==> config.mk <==
export PLATFORM = sky130hd
export DESIGN_NAME = fft_frame_sequencer
export DESIGN_NICKNAME = d
export VERILOG_FILES = /design/src/rtl/fft_frame_sequencer.sv
export SDC_FILE = /design/constraint.sdc
export NUM_CORES = 1
export LEC_CHECK = 0
export ABC_CLOCK_PERIOD_IN_PS = 2700
export BUFFER_PORTS_ARGS = -buffer_cell sky130_fd_sc_hd__buf_2
export CAP_MARGIN = 20
export CORE_MARGIN = 1
export CORE_UTILIZATION = 40
export CTS_BUF_LIST = sky130_fd_sc_hd__clkbuf_4
export DETAILED_ROUTE_END_ITERATION = 8
export GPL_ROUTABILITY_DRIVEN = 0
export SETUP_SLACK_MARGIN = 0.02
export SLEW_MARGIN = 10
export SYNTH_ARGS = -nofsm -noshare
export SYNTH_HDL_FRONTEND = slang
export SYNTH_SLANG_ARGS = --single-unit
==> constraint.sdc <==
create_clock -name clk -period 2.7 [get_ports clk]
set_input_delay 0.675 -clock clk [delete_from_list [all_inputs] [get_ports clk]]
set_output_delay 0.675 -clock clk [all_outputs]
set_load 0.005 [all_outputs]
==> src/rtl/fft_frame_sequencer.sv <==
// Frame sequencer for an FFT core: opens a FRAME_LEN-cycle load window per frame,
// waits for the core's done strobe (with timeout), then idles GAP_CYCLES before the next frame.
module fft_frame_sequencer #(
    parameter int FRAME_LEN  = 32,
    parameter int GAP_CYCLES = 4,
    parameter int TIMEOUT    = 1024
) (
    input  logic                         clk,
    input  logic                         rstn,
    input  logic                         start,
    input  logic [7:0]                   frame_count,
    input  logic                         abort,
    input  logic                         fft_done,
    output logic                         load_en,
    output logic                         frame_start,
    output logic [$clog2(FRAME_LEN)-1:0] sample_idx,
    output logic                         busy,
    output logic                         seq_done,
    output logic                         aborted,
    output logic                         timeout_err
);

    localparam int IW      = $clog2(FRAME_LEN);
    localparam int CNT_MAX = (TIMEOUT > GAP_CYCLES) ? TIMEOUT : GAP_CYCLES;
    localparam int CW      = $clog2(CNT_MAX);

    localparam logic [IW-1:0] IDX_LAST = IW'(FRAME_LEN - 1);
    localparam logic [CW-1:0] TO_LAST  = CW'(TIMEOUT - 1);
    localparam logic [CW-1:0] GAP_LAST = CW'((GAP_CYCLES > 0) ? GAP_CYCLES - 1 : 0);

    typedef enum logic [1:0] {
        IDLE      = 2'd0,
        LOAD      = 2'd1,
        WAIT_DONE = 2'd2,
        GAP       = 2'd3
    } state_t;

    state_t          state, state_nxt;
    logic [7:0]      remaining, rem_nxt;
    logic [CW-1:0]   cnt, cnt_nxt;
    logic [IW-1:0]   idx_nxt;
    logic            load_nxt, fs_nxt, busy_nxt, sd_nxt, ab_nxt, to_nxt;

    always_ff @(posedge clk) begin
        if (!rstn) begin
            state       <= IDLE;
            remaining   <= '0;
            cnt         <= '0;
            load_en     <= 1'b0;
            frame_start <= 1'b0;
            sample_idx  <= '0;
            busy        <= 1'b0;
            seq_done    <= 1'b0;
            aborted     <= 1'b0;
            timeout_err <= 1'b0;
        end else begin
            state       <= state_nxt;
            remaining   <= rem_nxt;
            cnt         <= cnt_nxt;
            load_en     <= load_nxt;
            frame_start <= fs_nxt;
            sample_idx  <= idx_nxt;
            busy        <= busy_nxt;
            seq_done    <= sd_nxt;
            aborted     <= ab_nxt;
            timeout_err <= to_nxt;
        end
    end

    // Outputs are computed for the next state and registered alongside it.
    always_comb begin
        state_nxt = state;
        rem_nxt   = remaining;
        cnt_nxt   = cnt;
        idx_nxt   = '0;
        load_nxt  = 1'b0;
        fs_nxt    = 1'b0;
        sd_nxt    = 1'b0;
        ab_nxt    = 1'b0;
        to_nxt    = 1'b0;

        case (state)
            IDLE: begin
                if (start && !abort) begin
                    rem_nxt   = frame_count;
                    cnt_nxt   = '0;
                    state_nxt = LOAD;
                    load_nxt  = 1'b1;
                    fs_nxt    = 1'b1;
                end
            end
            LOAD: begin
                if (abort) begin
                    state_nxt = IDLE;
                    ab_nxt    = 1'b1;
                end else if (sample_idx == IDX_LAST) begin
                    state_nxt = WAIT_DONE;
                    cnt_nxt   = '0;
                end else begin
                    idx_nxt  = sample_idx + 1'b1;
                    load_nxt = 1'b1;
                end
            end
            WAIT_DONE: begin
                if (abort) begin
                    state_nxt = IDLE;
                    ab_nxt    = 1'b1;
                end else if (fft_done) begin
                    if (remaining == 8'd1) begin
                        state_nxt = IDLE;
                        sd_nxt    = 1'b1;
                        rem_nxt   = '0;
                    end else begin
                        // remaining == 0 means continuous mode and is left untouched
                        if (remaining > 8'd1) begin
                            rem_nxt = remaining - 8'd1;
                        end
                        cnt_nxt = '0;
                        if (GAP_CYCLES == 0) begin
                            state_nxt = LOAD;
                            load_nxt  = 1'b1;
                            fs_nxt    = 1'b1;
                        end else begin
                            state_nxt = GAP;
                        end
                    end
                end else if (cnt == TO_LAST) begin
                    state_nxt = IDLE;
                    to_nxt    = 1'b1;
                    cnt_nxt   = '0;
                end else begin
                    cnt_nxt = cnt + 1'b1;
                end
            end
            GAP: begin
                if (abort) begin
                    state_nxt = IDLE;
                    ab_nxt    = 1'b1;
                end else if (cnt == GAP_LAST) begin
                    state_nxt = LOAD;
                    load_nxt  = 1'b1;
                    fs_nxt    = 1'b1;
                    cnt_nxt   = '0;
                end else begin
                    cnt_nxt = cnt + 1'b1;
                end
            end
            default: state_nxt = IDLE;
        endcase

        busy_nxt = (state_nxt != IDLE);
    end

endmodule

==> flow_metrics.tcl <==
set metrics [dict create \
    grt_max_degree 13 \
    rows 23 \
    rr_startpoint "state[0]" \
    first_pass_iters 4 \
    reg2reg_slack_ps 310 \
    setup_tns_ps 0 \
    ios 24 \
    powerDensity_nw_per_um2 477.1 \
    slew_headroom 0.6050 \
    p_comb_frac 0.194 \
    critical_path.most_common_cell "or4_4" \
    drtIter0Drc 161 \
    finalMaxSlewViolations 0 \
    finClkSkew_ps 10.88 \
    ys_seq_area_frac 0.3558 \
    finalHoldViolCount 0 \
    synth.net_count 229 \
    worstPathRequired_ps 2970 \
    synth_top_area_cell "dfxtp_1" \
    ir_drop_v 0.0001768 \
    drive_above_1_share 0.1891 \
    yosysMostFrequentCell "dfxtp_1" \
    grt_pass1_wl_um 6824 \
    max_freq_mhz 417.6 \
    ys_warn_count 0 \
    cts_tree "built" \
    synth_commonest_cells "dfxtp_1 (31), nor2_1 (24), nand2_1 (15)" \
    finalCriticalPeriod_ps 2394 \
    worstMarginPinSlew_ps 589.8 \
    total_leakage_power_nw 0.8151 \
    nNetsFinal 259 \
    grt_setup_unrepaired "false" \
    wl_um 3921 \
    syn_avg_cell_area_sq_um 8.426 \
    hold_path.class "reg -> reg" \
    crit_family "simple AND/OR/NAND/NOR gates" \
    p_int_uw 674.4 \
    numCtsBuffers 5 \
    min_to "sample_idx[0]" \
    yosys_most_used_dff "dfxtp_1" \
    hpwl_um 2807 \
    viasPerCell 5.559 \
    fillerInstances 423 \
    die-area_sq_um 4629 \
    status "finished, final reports clean" \
    hold_buffers 0 \
    portBuffers 23 \
    ant_nets 0 \
    power.share.clock 0.292 \
    crit_buf_inv 1 \
    slowest_delay_ps 560 \
    seq_power_share 0.514 \
    min_path_cells 1 \
    crit_chain "inv_1, ha_1, or4_4, o31ai_4, nand2_4, or4_4, a21oi_2" \
    core-area_sq_um 4086 \
    wl_per_cell_um 13.61 \
    grt_usage 0.1970 \
    maxCapViolations 0 \
    stdcell_area_sq_um 1996 \
    vias 1601 \
    syn_inst 207 \
    cts_root_buf "clkbuf_4" \
    reg2reg_to "cnt[9]" \
    n_antenna_cell 0 \
    worstSetupPathType "reg -> reg" \
    antenna_found_initial 0 \
    p_sw_frac 0.2917 \
    worstHoldStart "sample_idx[0]" \
    fp.dieH_um 68.04 \
    seq_area_sq_um 620.6 \
    fp.dieW_um 68.04 \
    clockBufferDepth 2 \
    cts.clk_slew.worst_paths_ps 100 \
    synth.area.top_cells "dfxtp_1 (36%), ha_1 (6.5%), nor2_1 (5.2%)" \
    syn_to_final_growth_pct 14.42 \
    cts.sinks 31 \
    initial_core_util 0.4268 \
    clk_latency_ps 330 \
    placed_area_sq_um 1938 \
    synth_edf_count 0 \
    multiInputGateArea_sq_um 1065 \
    cp_max_fo 8 \
    critical-path-slowest-cell "or4_4" \
    netlist_area_sq_um 1744 \
    setup_viol_count_final 0 \
    power_switching_uw 277.7 \
    cp-start-kind "flop" \
    async_flop_share 0 \
    drc 0 \
    synth_top_area_frac 0.3558 \
    crit_path_end_kind "flop" \
    fin_crit_sh 0.8868 \
    ys_ff_latch 31 \
    grt_pass1_vias 1446 \
    cts.htree.levels 2 \
    yosysUniqueCellTypes 50 \
    critPathArrivalTime_ps 2660 \
    overflow 0 \
    post_cts_resized 0 \
    r2r_cells 7 \
    post-cts-setup-buffer-count 0 \
]
[registers in the layout, indices dropped and copies added (netlist names)]
| signal | cells |
|---|---|
| seq_done | 1 |
| state | 2 |
| busy | 1 |
| remaining | 8 |
| frame_start | 1 |
| cnt | 10 |
| aborted | 1 |
| sample_idx | 5 |
| load_en | 1 |
| timeout_err | 1 |
[layout by cell type, fill, tap and decap left out, types with 2 or more instances in the layout]
master | synthesis | routed
o31ai_1 | 2 | 2
o21a_1 | 2 | 2
xor2_1 | 6 | 6
nand4_1 | 5 | 5
o2bb2ai_1 | 2 | 2
nor3_1 | 9 | 9
and3_1 | 6 | 6
buf_2 | 2 | 23
xnor2_1 | 2 | 2
a32o_1 | 2 | 2
clkbuf_4 | 0 | 7
or3_1 | 2 | 2
ha_1 | 9 | 9
nor4_1 | 3 | 3
or4_1 | 2 | 2
a31oi_1 | 3 | 3
inv_1 | 10 | 10
nand2b_1 | 3 | 3
dfxtp_1 | 31 | 31
o21ai_0 | 11 | 11
nor3b_1 | 2 | 2
nor2b_1 | 7 | 7
nand3_1 | 6 | 6
a21oi_1 | 10 | 10
a211oi_1 | 2 | 2
nand2_1 | 15 | 15
buf_4 | 0 | 5
or4_4 | 2 | 2
nor2_1 | 24 | 24
a21o_1 | 2 | 2
and4_1 | 2 | 2
[worst max path at each step]
stage             startpoint      endpoint  slack [ps]  cells past startpoint
2_1_floorplan       state[0]  remaining[7]         560                      9
3_3_place_gp        state[0]        cnt[9]         400                      7
3_5_place_dp        state[0]        cnt[9]         350                      7
4_1_cts             state[0]        cnt[9]         320                      7
5_1_grt        sample_idx[0]        cnt[9]         170                      8
6_report            state[0]        cnt[9]         310                      7
[metrics by stage]
step                      utilization  setup WS (ps)  std cells  power [mW]  hold slack (ps)
final                          0.4884          305.6        288      0.9521            474.5
after global routing           0.4884          165.3        288       1.011            529.4
after CTS                      0.4884          319.7        288      0.9673            478.2
after detailed placement       0.4743          352.7        280      0.6814            454.3
after global placement         0.4743          402.3        280      0.6824            445.4
after floorplan                     -          558.0        207      0.6265            444.1
[power groups by stage]
stage	Clock [mW]	Combinational, mW	Sequential, mW
after detailed placement	0	0.182	0.499
after CTS	0.295	0.184	0.489
final	0.278	0.185	0.489
after global placement	0	0.183	0.499
after global routing	0.313	0.204	0.494
after floorplan	0	0.129	0.497
[routing by layer]
metal  track usage  wire (um)  vias to the layer above  share of wire
met3       0.05500        144                        2          0.037
met1        0.2675       2005                      741           0.51
met2        0.2990       1743                       35           0.44
li1              -          -                      823              -
met4       0.05990         27                        0         0.0069
met5             0          0                        -              0
[area by class of cell]
class / instances / area share
Clock buffer: 7 / 0.02633
Timing Repair Buffer: 28 / 0.07649
Sequential cell: 31 / 0.3110
Clock inverter: 1 / 0.002508
Multi-Input combinational cell: 161 / 0.5335
Tap cell: 50 / 0.03135
Inverter: 10 / 0.01881
[logic make-up after synthesis]
kind of cell	after synthesis	share of synthesized area
AND/OR/NAND/NOR	93	0.2841
adder cells (fa/ha/maj)	9	0.06456
multiplexers	1	0.005739
AO/OA/AOI/OAI	50	0.2159
buffers and inverters	15	0.03372
flip-flops	31	0.3558
XOR/XNOR	8	0.04017
Power figures use the tool's default switching activity.
